## config.mk

```make
export PLATFORM = sky130hd
export DESIGN_NAME = spi_height_loader
export DESIGN_NICKNAME = d
export VERILOG_FILES = /design/src/rtl/display_pkg.sv /design/src/rtl/sync2.sv /design/src/rtl/spi_height_loader.sv
export SDC_FILE = /design/constraint.sdc
export NUM_CORES = 1
export LEC_CHECK = 0
export BUFFER_PORTS_ARGS = -buffer_cell sky130_fd_sc_hd__buf_2
export CORE_MARGIN = 10
export CORE_UTILIZATION = 40
export DETAILED_ROUTE_END_ITERATION = 6
export HOLD_SLACK_MARGIN = 0.15
export PLACE_DENSITY = 0.67
export SYNTH_ARGS = -nofsm -noshare
export SYNTH_HDL_FRONTEND = slang
export SYNTH_SLANG_ARGS = --single-unit
export TNS_END_PERCENT = 30
```

## constraint.sdc

```tcl
create_clock -name clk -period 2.45 [get_ports clk]
set_input_delay 0.1225 -clock clk [delete_from_list [all_inputs] [get_ports clk]]
set_output_delay 0.1225 -clock clk [all_outputs]
set_load 0.005 [all_outputs]
```

## src/rtl/display_pkg.sv

```systemverilog
// Shared definitions for the display height-loading path.
//   NCOLS_DEF : default number of panel columns per frame
//   HWID_DEF  : default bit width of one column height
//   state_t   : frame receiver state encoding
package display_pkg;

  localparam int NCOLS_DEF = 64;
  localparam int HWID_DEF  = 6;

  typedef enum logic [1:0] {
    IDLE  = 2'd0,
    RECV  = 2'd1,
    CHECK = 2'd2
  } state_t;

endpackage

```

## src/rtl/sync2.sv

```systemverilog
// Two-flop synchronizer for one asynchronous input bit.
//   clk   : destination clock
//   reset : asynchronous active-low reset, forces both flops to RST_VAL
//   i_d   : asynchronous input
//   o_q   : synchronized output (registered)
module sync2 #(
  parameter logic RST_VAL = 1'b0
) (
  input  logic clk,
  input  logic reset,
  input  logic i_d,
  output logic o_q
);

  logic r_meta;

  // Two-stage capture of the asynchronous input
  always_ff @(posedge clk or negedge reset) begin
    if (!reset) begin
      r_meta <= RST_VAL;
      o_q    <= RST_VAL;
    end else begin
      r_meta <= i_d;
      o_q    <= r_meta;
    end
  end

endmodule

```

## src/rtl/spi_height_loader.sv

```systemverilog
// Receives one frame of column heights from an MCU over SPI (mode 0, MSB
// first, one byte per column) and commits it to y_out only when exactly
// NCOLS whole bytes arrived while chip select was low.
//   clk       : system clock
//   reset     : asynchronous active-low reset
//   spi_sck   : SPI clock (async, <= clk/8)
//   spi_cs_n  : SPI chip select, active low
//   spi_mosi  : SPI data
//   y_out     : committed column heights, column k at y_out[k]
//   w_enable  : one-cycle strobe when y_out has just been updated
//   busy      : high while a frame is being received
//   frame_err : one-cycle strobe when a frame was rejected
module spi_height_loader
  import display_pkg::*;
#(
  parameter int NCOLS = NCOLS_DEF,
  parameter int HWID  = HWID_DEF
) (
  input  logic                       clk,
  input  logic                       reset,
  input  logic                       spi_sck,
  input  logic                       spi_cs_n,
  input  logic                       spi_mosi,
  output logic [NCOLS-1:0][HWID-1:0] y_out,
  output logic                       w_enable,
  output logic                       busy,
  output logic                       frame_err
);

  localparam int               BCW        = $clog2(NCOLS + 2);
  localparam int               IDW        = (NCOLS > 1) ? $clog2(NCOLS) : 1;
  localparam logic [BCW-1:0]   BYTES_FULL = BCW'(NCOLS);
  localparam logic [BCW-1:0]   BYTES_SAT  = BCW'(NCOLS + 1);

  logic                       w_sck_s, w_cs_s, w_mosi_s;
  logic                       r_sck_d, r_cs_d;
  logic [1:0]                 r_flush;
  logic                       w_armed;
  logic                       w_sck_rise, w_cs_fall, w_cs_rise, w_rx_en;
  state_t                     r_state, w_next;
  logic                       r_pend;
  logic [2:0]                 r_bit_cnt;
  logic [BCW-1:0]             r_byte_cnt;
  logic [HWID-2:0]            r_shift;
  logic [HWID-1:0]            w_col;
  logic                       w_frame_ok;
  logic [NCOLS-1:0][HWID-1:0] r_shadow;

  sync2 #(.RST_VAL(1'b0)) u_sync_sck  (.clk(clk), .reset(reset), .i_d(spi_sck),  .o_q(w_sck_s));
  sync2 #(.RST_VAL(1'b1)) u_sync_cs   (.clk(clk), .reset(reset), .i_d(spi_cs_n), .o_q(w_cs_s));
  sync2 #(.RST_VAL(1'b0)) u_sync_mosi (.clk(clk), .reset(reset), .i_d(spi_mosi), .o_q(w_mosi_s));

  // Edges are ignored until the synchronizers hold real samples, so a CS
  // already low at reset release never looks like a fresh frame start.
  assign w_armed    = (r_flush == 2'd3);
  assign w_sck_rise = w_armed & w_sck_s & ~r_sck_d;
  assign w_cs_fall  = w_armed & r_cs_d & ~w_cs_s;
  assign w_cs_rise  = w_armed & ~r_cs_d & w_cs_s;
  // Requiring CS low also drops an SCK edge coinciding with the CS rise.
  assign w_rx_en    = w_sck_rise & ~w_cs_s & ((r_state == RECV) | r_pend);
  // Only the low HWID bits are shifted, so upper byte bits fall off the top.
  assign w_col      = {r_shift, w_mosi_s};
  assign w_frame_ok = (r_byte_cnt == BYTES_FULL) & (r_bit_cnt == 3'd0);
  assign busy       = (r_state == RECV);

  // Edge-detect history and post-reset synchronizer flush counter
  always_ff @(posedge clk or negedge reset) begin
    if (!reset) begin
      r_sck_d <= 1'b0;
      r_cs_d  <= 1'b1;
      r_flush <= 2'd0;
    end else begin
      r_sck_d <= w_sck_s;
      r_cs_d  <= w_cs_s;
      if (r_flush != 2'd3) r_flush <= r_flush + 2'd1;
      else                 r_flush <= r_flush;
    end
  end

  // FSM state register
  always_ff @(posedge clk or negedge reset) begin
    if (!reset) r_state <= IDLE;
    else        r_state <= w_next;
  end

  // FSM next-state logic
  always_comb begin
    w_next = r_state;
    case (r_state)
      IDLE: begin
        if (w_cs_fall || r_pend) w_next = RECV;
        else                     w_next = IDLE;
      end
      RECV: begin
        if (w_cs_rise) w_next = CHECK;
        else           w_next = RECV;
      end
      CHECK:   w_next = IDLE;
      default: w_next = IDLE;
    endcase
  end

  // Remember a CS fall seen during CHECK so IDLE still starts the frame
  always_ff @(posedge clk or negedge reset) begin
    if (!reset)                               r_pend <= 1'b0;
    else if ((r_state == CHECK) && w_cs_fall) r_pend <= 1'b1;
    else if (r_state == IDLE)                 r_pend <= 1'b0;
    else                                      r_pend <= r_pend;
  end

  // Bit/byte counters and shift register
  always_ff @(posedge clk or negedge reset) begin
    if (!reset) begin
      r_bit_cnt  <= 3'd0;
      r_byte_cnt <= '0;
      r_shift    <= '0;
    end else if (w_cs_fall) begin
      r_bit_cnt  <= 3'd0;
      r_byte_cnt <= '0;
      r_shift    <= r_shift;
    end else if (w_rx_en) begin
      r_bit_cnt <= r_bit_cnt + 3'd1;
      r_shift   <= w_col[HWID-2:0];
      if ((r_bit_cnt == 3'd7) && (r_byte_cnt != BYTES_SAT)) r_byte_cnt <= r_byte_cnt + BCW'(1);
      else                                                  r_byte_cnt <= r_byte_cnt;
    end else begin
      r_bit_cnt  <= r_bit_cnt;
      r_byte_cnt <= r_byte_cnt;
      r_shift    <= r_shift;
    end
  end

  // Shadow column write on each completed in-range byte
  always_ff @(posedge clk or negedge reset) begin
    if (!reset) begin
      r_shadow <= '0;
    end else if (w_rx_en && (r_bit_cnt == 3'd7) && (r_byte_cnt < BYTES_FULL)) begin
      r_shadow[r_byte_cnt[IDW-1:0]] <= w_col;
    end else begin
      r_shadow <= r_shadow;
    end
  end

  // Frame verdict: commit shadow or flag an error, strobes last one cycle
  always_ff @(posedge clk or negedge reset) begin
    if (!reset) begin
      y_out     <= '0;
      w_enable  <= 1'b0;
      frame_err <= 1'b0;
    end else if (r_state == CHECK) begin
      if (w_frame_ok) begin
        y_out     <= r_shadow;
        w_enable  <= 1'b1;
        frame_err <= 1'b0;
      end else begin
        y_out     <= y_out;
        w_enable  <= 1'b0;
        frame_err <= 1'b1;
      end
    end else begin
      y_out     <= y_out;
      w_enable  <= 1'b0;
      frame_err <= 1'b0;
    end
  end

endmodule
```

==> summary.txt, run 1 <==
Yosys
  – Count of warnings emitted by yosys: 0
  – Post-synthesis average cell area: 17.4 µm²
  – Syn nets: 1852
  – Synth Flop Type: dfrtp_1
  – Register area share after synthesis: 62.5%
  – Synth cell types: 50
  – Syn Std Cell Area: 32000 µm²
  – Syn Inst Count: 1840
  – Synth Register Bits: 798
  – Async SR Flop Fraction: 100%
  – Post-synth EDFFs: 0

Clocking
  – Clk sinks: 798
  – CTS Buf Count: 87
  – Clock Latency Late Sink: 620 ps
  – H-tree depth: 3
  – CTS tree: yes
  – CTS Root Cell: clkbuf_16
  – Clock buffer depth: 3
  – Worst-path clk slew: 60 ps

Placed design
  – I/O Buffers: 391
  – Global placer's final weighted congestion: 0.774
  – Dpl ws: -15.3 ps
  – Hpwl dp: 53500 µm

Global routing
  – Largest net degree at the start of global routing: 105
  – Met2 GRT Util: 29.1%
  – Met1 Use GR: 23.6%
  – Vias in the first global route: 19100
  – First-pass GRT wire length: 125000 µm
  – Top Usage Layer GRT: met2
  – M3 GR Usage: 3.88%
  – Global route total overflow: 0
  – Initial antenna violation count: 5
  – Total track usage: 17.7%

Worst setup path
  – Cell mode on critical path: buf_12
  – Kind of critical path: register to register
  – Reg-to-reg slack, setup: 110 ps
  – Reg-to-Reg Start: r_byte_cnt[4]$_DFFE_PN0P_
  – Setup crit end kind: register
  – Crit path max fanout: 48
  – Max stage delay cell, worst path: or4_4
  – FF-to-FF path depth: 6
  – CP Data Required Time: 2940 ps
  – Crit path DAT: 2830 ps
  – R2r endpoint: y_out[28]$_DFFE_PN0P_
  – Critical Path Start Type: register
  – Crit-path max cell delay: 540 ps
  – Worst-path cell chain: nor2_1 -> nand3_1 -> or4_4 -> buf_12 -> buf_12 -> mux2_4

STA
  – Post-route setup slack: 115 ps
  – Final-report hold violation count: 0
  – # setup viols final: 0
  – Slew Limit Fails: 0
  – Worst-case hold slack: 228 ps
  – RSZ-0062 raised after global routing: yes
  – Worst slew pin tran: 1170 ps
  – Worst clock skew: 16.4 ps
  – Final worst-path cycle share: 95.3%
  – Worst slew slack as a fraction of its limit: 21.8%
  – Fmax: 0.428 GHz
  – Final min period: 2340 ps

Die
  – Die area: 91600 µm²
  – Initial Util: 40.4%
  – Die Width: 303 µm
  – Core Area: 79100 µm²
  – Die Y: 303 µm
  – IO Count: 392
  – Row cnt: 103

Worst hold path
  – Hold Path Sink: u_sync_sck.r_meta$_DFF_PN0_
  – Critical hold path startpoint: spi_sck
  – Hold path cells: 2
  – Worst min-delay path class: primary input to register

Job
  – Max-cap violation count: 0

Drt
  – Via density per instance: 4.98
  – Vias: 17100
  – WL per Instance: 23.9 µm
  – Detailed Routing Iterations Pass 1: 4
  – Number of DRC markers in iteration 0: 885
  – Post-route DRC: 0
  – Final WL: 81900 µm
  – Final ANT Viol Nets: 0

Final layout
  – Layout cell share with drive strength beyond 1: 49.6%
  – Synth-to-Final Area Change: 21.0%
  – Post-layout nets: 2332

Pwr
  – PD cells: 724 nW/µm²
  – VDD IR max: 0.541 mV
  – Tot Pwr: 28.0 mW
  – Lkg Pwr: 21.7 nW

Outcome
  – Status: complete, no violations
## cells in the mapped netlist, types with 3 or more instances
cell / number / share of area, %
a21oi_1: 4 / 0.063
buf_2: 8 / 0.13
nor2_1: 11 / 0.13
nand2_1: 6 / 0.070
or3_1: 8 / 0.16
nand3_1: 7 / 0.11
nor2b_1: 5 / 0.098
o211ai_1: 4 / 0.094
buf_6: 40 / 1.4
o21ai_0: 7 / 0.11
clkbuf_1: 55 / 0.65
ha_1: 7 / 0.27
dfrtp_1: 795 / 62
nor3_2: 19 / 0.60
nand2b_1: 3 / 0.059
mux2_1: 300 / 11
mux2_4: 360 / 17
nor2_2: 36 / 0.70
dfstp_2: 3 / 0.25
and3_1: 3 / 0.059
mux2_2: 114 / 4.0
o2111ai_2: 5 / 0.23
## repair_timing
action,CTS,global route
hold endpoints to repair,558,0
hold buffers,6,0
pin swaps,0,0
buffers inserted,0,0
gates resized for setup,2,12
endpoints found under the setup margin,8,174
## worst max-delay path: cells and delay by family, from the launching register on
kind / cells / cell delay, ps
mux: 1 / 350
buf+inv: 2 / 430
simple gates: 3 / 950
flops: 1 / 380
## how the worst max path moves through the flow
stage | from | end | slack [ps] | depth (start not counted)
after floorplan | r_bit_cnt[0]$_DFFE_PN0P_ | r_shadow[216]$_DFFE_PN0P_ | 270 | 7
after CTS | r_flush[0]$_DFFE_PN0P_ | r_shadow[0]$_DFFE_PN0P_ | 20 | 6
after global routing | r_bit_cnt[0]$_DFFE_PN0P_ | r_shadow[115]$_DFFE_PN0P_ | -20 | 8
after global placement | r_bit_cnt[0]$_DFFE_PN0P_ | r_shadow[282]$_DFFE_PN0P_ | -1 | 7
final | r_byte_cnt[4]$_DFFE_PN0P_ | y_out[28]$_DFFE_PN0P_ | 110 | 6
after detailed placement | r_flush[0]$_DFFE_PN0P_ | r_shadow[11]$_DFFE_PN0P_ | -20 | 6
## routing by layer
metal | routed length (µm) | share of wire (%) | up-vias
met1 | 36000 | 44 | 9130
met3 | 4520 | 5.5 | 100
met2 | 39700 | 48 | 389
li1 | - | - | 7466
met4 | 1660 | 2.0 | 4
met5 | 14 | 0.017 | -
## state kept, by name, indices dropped and copies added, names as in the netlist, 2 cells and up
signal      flops
r_flush         2
r_shadow      384
r_state         2
r_byte_cnt      7
y_out         384
r_bit_cnt       3
r_shift         5
## cell usage in the layout (no fill, tap or decap), types with 4 or more instances in the layout
cell type / instances
a21oi_1: 4
buf_12: 27
buf_2: 390
buf_4: 73
bufinv_16: 7
clkbuf_1: 20
clkbuf_16: 88
clkbuf_8: 13
clkinv_2: 8
clkinvlp_4: 4
dfrtp_1: 789
dfrtp_4: 6
dlygate4sd3_1: 5
ha_1: 7
mux2_1: 300
mux2_2: 114
mux2_4: 360
nand2_1: 6
nand3_1: 7
nor2_1: 10
nor2_2: 37
nor2b_1: 4
nor3_2: 14
nor3_4: 7
o2111ai_2: 6
o211ai_1: 4
o21ai_0: 7
or3_1: 8
## area by class of cell
cell class | instances | area (µm²)
Fill cell | 6693 | 40500
Sequential cell | 798 | 20000
Multi-Input combinational cell | 932 | 11300
Timing Repair Buffer | 497 | 3130
Clock buffer | 121 | 2460
Tap cell | 1050 | 1310
Clock inverter | 27 | 392
Inverter | 4 | 15.0
Antenna cell | 1 | 2.50
## through the flow
step	TNS, ps	cell area [µm²]	util, %	instances
CTS	0	38600	48.8	3429
floorplan	0	32000	-	1840
global placement	-1.89	35600	45.1	3275
global route	-32.4	38600	48.8	3429
finish	0	38700	48.8	3430
detailed placement	-20.4	35600	45.1	3275
## power breakdown
part           total, mW  internal (mW)  switching [mW]
registers           14.0           13.2           0.766
logic              0.885          0.247           0.638
clock network       13.1           7.76            5.31
total               28.0           21.3            6.72
## logic make-up (layout without fill, tap and decap cells)
logic type | count (synthesis) | count (layout) | synth area share (%)
buffers and inverters | 110 | 649 | 2.27
AND/OR/NAND/NOR | 121 | 121 | 2.69
adder cells (fa/ha/maj) | 7 | 7 | 0.274
flip-flops | 798 | 798 | 62.5
other | 0 | 1 | 0
XOR/XNOR | 3 | 3 | 0.0822
multiplexers | 774 | 774 | 31.5
AO/OA/AOI/OAI | 27 | 27 | 0.673
Power figures use the tool's default switching activity.
==> inputs of run 2 (changes only) <==
--- a/config.mk
+++ b/config.mk
@@ -13,5 +13,6 @@
 export PLACE_DENSITY = 0.67
 export SYNTH_ARGS = -nofsm -noshare
 export SYNTH_HDL_FRONTEND = slang
+export SYNTH_HIERARCHICAL = 1
 export SYNTH_SLANG_ARGS = --single-unit
 export TNS_END_PERCENT = 30
==> summary.txt, run 2 <==
Yosys
  – Async SR Flop Fraction: 100% (unchanged)
  – Yosys top cell by area: dfrtp_1
  – Share of the synthesized area in the top cell type: 65.9% (+3.6 points)
  – Synth cell count leaders: 795 x dfrtp_1, 774 x mux2_2, 62 x nor2_1, 51 x clkbuf_1, 47 x buf_2
  – Synth Register Bits: 798 (unchanged)
  – Synth cell types: 43 (-14%)
  – Most common cell in the netlist: dfrtp_1
  – Post-synthesis average cell area: 16.3 µm² (-6.0%)
  – Syn Std Cell Area: 30200 µm² (-5.5%)
  – Post-synth EDFFs: 0 (unchanged)
  – Register area share after synthesis: 66.2% (+3.6 points)
  – Syn Inst Count: 1850 (+0.54%)
  – Count of warnings emitted by yosys: 6 (+6)
  – Synth Flop Type: dfrtp_1
  – Synth top area cells: dfrtp_1 66%, mux2_2 29%, buf_2 0.78%
  – Syn nets: 1862 (+0.54%)

Die
  – Initial Util: 40.4% (about the same)
  – Row cnt: 100 (-2.9%)
  – Die Width: 295 µm (-2.6%)
  – Die area: 86900 µm² (-5.2%)
  – Die Y: 295 µm (-2.6%)
  – IO Count: 392 (unchanged)
  – Core Area: 74700 µm² (-5.6%)

Global routing
  – First-pass GRT wire length: 121000 µm (-3.3%)
  – Global route total overflow: 0 (unchanged)
  – Vias in the first global route: 19000 (-0.48%)
  – Total track usage: 18.2% (+0.45 points)
  – Largest net degree at the start of global routing: 90 (-14%)
  – Initial antenna violation count: 1 (-4)

Worst hold path
  – Worst min-delay path class: primary input to asynchronous set/reset pin

STA
  – Post-route setup slack: 74.0 ps (-41.0 ps)
  – Final worst-path cycle share: 97.0% (+1.7 points)
  – Worst slew pin tran: 1160 ps (-9.66 ps)
  – # setup viols final: 0 (unchanged)
  – Final min period: 2380 ps (+41.0 ps)
  – Worst clock skew: 23.2 ps (+6.81 ps)
  – RSZ-0062 raised after global routing: no
  – Worst slew slack as a fraction of its limit: 22.5% (+0.64 points)
  – Fmax: 0.421 GHz (-1.7%)
  – Final-report hold violation count: 0 (unchanged)
  – Slew Limit Fails: 0 (unchanged)

Worst setup path
  – Setup crit end kind: register
  – Critical Path Start Type: register
  – Worst-path cell chain: nor3_4 -> nand3b_1 -> nor4_4 -> buf_4 -> buf_12 -> buf_16 -> mux2_2
  – R2r endpoint: y_out[229]$_DFFE_PN0P_
  – CP Data Required Time: 2960 ps (+20 ps)
  – Reg-to-reg slack, setup: 70 ps (-40 ps)
  – FF-to-FF path depth: 7 (+1)
  – Critical Path Source: r_byte_cnt[5]$_DFFE_PN0P_
  – Reg-to-Reg Start: r_byte_cnt[5]$_DFFE_PN0P_
  – Max stage delay cell, worst path: dfrtp_1
  – Crit-path max cell delay: 410 ps (-130 ps)
  – Crit path max fanout: 56 (+17%)
  – Crit path DAT: 2880 ps (+50 ps)
  – Kind of critical path: register to register

Clocking
  – CTS Root Cell: clkbuf_16
  – Clock Latency Late Sink: 640 ps (+20 ps)
  – H-tree depth: 3 (unchanged)
  – CTS Buf Count: 84 (-3.4%)
  – Clk sinks: 798 (unchanged)
  – CTS tree: yes
  – Worst-path clk slew: 70 ps (about the same)
  – Clock buffer depth: 3 (unchanged)

Placed design
  – Hpwl dp: 54000 µm (+0.87%)
  – Global placer's final weighted congestion: 0.836 (+7.9%)
  – I/O Buffers: 391 (unchanged)
  – Dpl ws: -63.9 ps (-48.6 ps)
  – Area after DPL: 34200 µm² (-3.9%)

Final layout
  – Largest regs: r_shadow (384), y_out (384), r_byte_cnt (7)
  – Synth-to-Final Area Change: 23.4%
  – Post-layout nets: 2379 (+2.0%)
  – Layout cell share with drive strength beyond 1: 59.8% (+10 points)
  – Commonest non-fill, non-tap cell in the layout: dfrtp_1
  – Post-route cell area: 37300 µm² (-3.6%)
  – Commonest non-fill, non-tap cells in the layout: 789 x dfrtp_1, 774 x mux2_2, 390 x buf_2, 105 x buf_4, 84 x clkbuf_16

Drt
  – Final ANT Viol Nets: 0 (unchanged)
  – Via density per instance: 5.11 (+2.6%)
  – Vias: 17400 (+1.7%)
  – Final WL: 80000 µm (-2.2%)
  – WL per Instance: 23.5 µm (-1.4%)
  – Number of DRC markers in iteration 0: 894 (+1.0%)
  – Post-route DRC: 0 (unchanged)
  – Detailed Routing Iterations Pass 1: 5 (+1)

Job
  – Max-cap violation count: 0 (unchanged)

Pwr
  – PD cells: 749 nW/µm² (+3.5%)
  – VDD IR max: 0.554 mV (+2.5%)
  – Lkg Pwr: 19.9 nW (-8.4%)

Outcome
  – Status: complete, no violations
-- run 2: cell types whose count changed after synthesis, moves of 39 or more --
cell / delta
buf_6: -39
buf_2: +39
mux2_1: -300
mux2_2: +660
nor2_1: +51
mux2_4: -360
-- run 2: logic make-up after synthesis --
logic type               synth area share [%]
adder cells (fa/ha/maj)                 0.290
flip-flops                               66.2
XOR/XNOR                               0.0870
multiplexers                             28.9
AO/OA/AOI/OAI                           0.775
AND/OR/NAND/NOR                          2.27
buffers and inverters                    1.56
-- run 2: critical path, delay by kind of cell, from the launching register on --
family,cells,cell delay (ps)
AND/OR/NAND/NOR,3,790
multiplexers,1,380
flip-flops,1,410
buffers and inverters,3,600
-- run 2: per-stage QoR --
| step | hold slack (ps) | TNS (ps) | utilization, % | std cells | power [mW] |
|---|---|---|---|---|---|
| 2_1_floorplan | -173 | 0 | - | 1850 | 14.1 |
| 3_3_place_gp | 180 | -162 | 45.9 | 3238 | 15.1 |
| 3_5_place_dp | 184 | -906 | 45.9 | 3238 | 15.1 |
| 4_1_cts | 326 | 0 | 49.8 | 3398 | 28.2 |
| 5_1_grt | 348 | 0 | 49.9 | 3401 | 28.9 |
| 6_report | 344 | 0 | 49.9 | 3401 | 27.9 |
-- run 2: cell type report --
| cell class | count | area (µm²) |
|---|---|---|
| well taps | 969 | 1210 |
| inverters | 6 | 22.5 |
| flip-flops and latches | 798 | 20000 |
| clock inverters | 31 | 440 |
| clock buffers | 119 | 2420 |
| repair buffers | 532 | 3410 |
| multi-input cells | 945 | 9770 |
| fillers | 6218 | 37400 |
| diodes | 1 | 2.50 |
-- run 2: repair_timing --
| action | CTS | global route |
|---|---|---|
| buffers inserted | 2 | 2 |
| hold buffers | 8 | 0 |
| endpoints found under the setup margin | 223 | 520 |
| gates resized for setup | 2 | 4 |
| pin swaps | 1 | 3 |
| hold endpoints to repair | 798 | 0 |
-- run 2: worst max-delay path by stage --
stage	endpoint	slack, ps	depth (start not counted)
2_1_floorplan	r_shadow[198]$_DFFE_PN0P_	230	6
3_3_place_gp	r_shadow[375]$_DFFE_PN0P_	-30	7
3_5_place_dp	r_shadow[376]$_DFFE_PN0P_	-60	7
4_1_cts	y_out[9]$_DFFE_PN0P_	20	7
5_1_grt	y_out[186]$_DFFE_PN0P_	2	7
6_report	y_out[229]$_DFFE_PN0P_	70	7
-- run 2: power breakdown --
group	total, mW	leakage (nW)	switching, mW	internal (mW)
Clock	13.0	1.41	5.24	7.78
Sequential	13.8	11.1	0.526	13.3
Combinational	1.13	7.37	0.850	0.276
Total	27.9	19.9	6.61	21.3
-- run 2: metal layers --
metal	up-vias	GRT usage [%]	routed length (µm)
li1	7596	-	-
met1	9291	22.5	33000
met2	397	31.4	41000
met3	98	3.77	4100
met4	0	5.96	1880
met5	-	0	0
==> inputs of run 3 (changes only) <==
--- a/config.mk
+++ b/config.mk
@@ -5,12 +5,13 @@
 export SDC_FILE = /design/constraint.sdc
 export NUM_CORES = 1
 export LEC_CHECK = 0
+export ABC_CLOCK_PERIOD_IN_PS = 2450
 export BUFFER_PORTS_ARGS = -buffer_cell sky130_fd_sc_hd__buf_2
 export CORE_MARGIN = 10
-export CORE_UTILIZATION = 40
+export CORE_UTILIZATION = 37
 export DETAILED_ROUTE_END_ITERATION = 6
 export HOLD_SLACK_MARGIN = 0.15
-export PLACE_DENSITY = 0.67
+export PLACE_DENSITY = 0.63
 export SYNTH_ARGS = -nofsm -noshare
 export SYNTH_HDL_FRONTEND = slang
 export SYNTH_HIERARCHICAL = 1
==> summary.txt, run 3 (synthesis results as in run 2) <==
Pwr
  – Clk pwr share: 47.3% (+0.7 points)
  – Reg power frac: 49.8% (+0.5 points)
  – P_sw: 6.70 mW (+1.3%)
  – Lkg Pwr: 19.8 nW (-0.24%)
  – PD cells: 754 nW/µm² (+0.59%)
  – Tot Pwr: 28.1 mW (+0.72%)
  – Cell Int Power: 21.4 mW (+0.53%)
  – Comb pwr share: 2.9% (-1.1 points)
  – Switching share of power: 23.8% (+0.15 points)
  – VDD IR max: 0.473 mV (-15%)

Worst setup path
  – Critical Path Start Type: register
  – CP Data Required Time: 2960 ps (about the same)
  – Crit path DAT: 2880 ps (about the same)
  – Reg-to-reg slack, setup: 80 ps (about the same)
  – FF-to-FF path depth: 6 (-1)
  – Reg-to-Reg Start: r_byte_cnt[5]$_DFFE_PN0P_
  – R2r endpoint: y_out[240]$_DFFE_PN0P_
  – Critical Path Source: r_byte_cnt[5]$_DFFE_PN0P_
  – Crit path max fanout: 65 (+16%)
  – Setup crit end kind: register
  – Kind of critical path: register to register

STA
  – Worst slew pin tran: 1170 ps (+10.4 ps)
  – Slew Limit Fails: 0 (unchanged)
  – Worst-case hold slack: 352 ps (+8.37 ps)
  – TNS Setup: 0 ps (unchanged)
  – Fmax: 0.422 GHz (+0.27%)
  – Worst slew slack as a fraction of its limit: 21.8% (-0.70 points)
  – Final worst-path cycle share: 96.7% (-0.26 points)
  – Post-route setup slack: 80.3 ps (+6.34 ps)
  – Final min period: 2370 ps (-6.34 ps)
  – # setup viols final: 0 (unchanged)
  – Worst clock skew: 17.1 ps (-6.09 ps)
  – Final-report hold violation count: 0 (unchanged)

Die
  – Die Y: 306 µm (+3.7%)
  – Initial Util: 37.4% (-3.0 points)
  – Die area: 93400 µm² (+7.5%)
  – Row cnt: 104 (+4.0%)
  – Die Width: 306 µm (+3.7%)
  – Core Area: 80700 µm² (+8.0%)
  – IO Count: 392 (unchanged)

Drt
  – WL per Instance: 23.3 µm (-1.1%)
  – Post-route DRC: 0 (unchanged)
  – Number of DRC markers in iteration 0: 897 (+0.34%)
  – Via density per instance: 4.97 (-2.7%)
  – Detailed Routing Iterations Pass 1: 5 (unchanged)
  – Vias: 17400 (-0.18%)
  – Final WL: 81200 µm (+1.5%)
  – Final ANT Viol Nets: 0 (unchanged)

Clocking
  – Worst-path clk slew: 60 ps (about the same)
  – CTS Root Cell: clkbuf_16
  – CTS tree: yes
  – Clock buffer depth: 3 (unchanged)
  – H-tree depth: 3 (unchanged)
  – Clock Latency Late Sink: 630 ps (about the same)
  – CTS Buf Count: 86 (+2.4%)
  – Clk sinks: 798 (unchanged)

Global routing
  – Largest net degree at the start of global routing: 71 (-21%)
  – First-pass GRT wire length: 123000 µm (+2.0%)
  – Total track usage: 17.0% (-1.2 points)
  – Global route total overflow: 0 (unchanged)
  – Vias in the first global route: 19000 (-0.14%)
  – Initial antenna violation count: 1 (unchanged)

Worst hold path
  – Hold path cells: 0
  – Worst min-delay path class: register to register
  – Critical hold path startpoint: u_sync_mosi/r_meta$_DFF_PN0_
  – Hold Path Sink: u_sync_mosi/o_q$_DFF_PN0_

Final layout
  – Synth-to-Final Area Change: 23.6%
  – Layout cell share with drive strength beyond 1: 59.7% (-0.12 points)
  – Post-route cell area: 37300 µm² (+0.13%)
  – Commonest non-fill, non-tap cells in the layout: 789 x dfrtp_1, 774 x mux2_2, 390 x buf_2, 101 x buf_4, 88 x clkbuf_16
  – Post-layout nets: 2370 (-0.38%)
  – Commonest non-fill, non-tap cell in the layout: dfrtp_1
  – Final core utilization: 46.3% (-3.6 points)
  – Multi-input logic area: 9770 µm² (about the same)
  – Fill cells: 7091 (+14%)
  – Reg area: 20000 µm² (about the same)
  – Largest regs: r_shadow (384), y_out (384), r_byte_cnt (7)
  – Fin cells: 3490 (+2.6%)

Placed design
  – Hpwl dp: 53600 µm (-0.68%)
  – Area after DPL: 34200 µm² (-0.26%)
  – Global placer's final weighted congestion: 0.786 (-6.0%)
  – Dpl ws: -18.4 ps (+45.4 ps)
  – Placed cells: 3315 (+2.4%)
  – I/O Buffers: 391 (unchanged)

Job
  – Max-cap violation count: 0 (unchanged)

Outcome
  – Status: complete, no violations
## run 3: changes by cell type in the layout (fill, tap and decap cells not counted), sizes merged
| cell | previous run | this run |
|---|---|---|
| buf | 525 | 512 |
| bufinv | 8 | 6 |
| clkbuf | 119 | 130 |
| dlygate4sd3 | 7 | 8 |
| inv | 11 | 13 |
| clkinvlp | 3 | 5 |
| clkinv | 15 | 12 |
## run 3: power groups by stage
stage                     registers, mW  clock network (mW)  logic, mW
after CTS                          14.0                13.7      0.837
after detailed placement           14.3                   0      0.816
after global routing               14.0                14.2      0.909
final                              14.0                13.3      0.819
after global placement             14.2                   0      0.795
after floorplan                    13.5                   0      0.552
## run 3: cell type report
class,instances,share of cell area [%]
repair buffers,521,8.70
inverters,6,0.0603
multi-input cells,945,26.2
clock buffers,129,6.90
well taps,1060,3.55
clock inverters,30,1.02
flip-flops and latches,798,53.6
diodes,1,0.00670
## run 3: worst max-delay path, stage by stage (launching register included)
cell and delay, ps:
dfrtp_1 410, nor3_4 270, nand3b_1 210, nor4_4 300
buf_12 270, buf_16 320, mux2_2 400
## run 3: worst max path at each step
stage                           endpoint  slack, ps
2_1_floorplan  r_shadow[198]$_DFFE_PN0P_        230
3_3_place_gp    r_shadow[36]$_DFFE_PN0P_         30
3_5_place_dp    r_shadow[33]$_DFFE_PN0P_        -20
4_1_cts        r_shadow[197]$_DFFE_PN0P_          6
5_1_grt        r_shadow[194]$_DFFE_PN0P_         -7
6_report          y_out[240]$_DFFE_PN0P_         80
## run 3: per-layer routing
metal	track usage, %	vias up	share of wire, %
met5	0	-	0
met1	20.6	9315	42
met2	30.2	377	52
met4	4.31	0	1.9
li1	-	7558	-
met3	3.75	101	4.9
## run 3: what timing repair did
| item | CTS | global route |
|---|---|---|
| setup buffers | 0 | 5 |
| hold buffers | 9 | 0 |
| endpoints found under the hold margin | 688 | 0 |
| pin swaps | 0 | 3 |
| gates cloned | 0 | 1 |
| gates resized for setup | 2 | 6 |
| setup endpoints to repair | 24 | 207 |
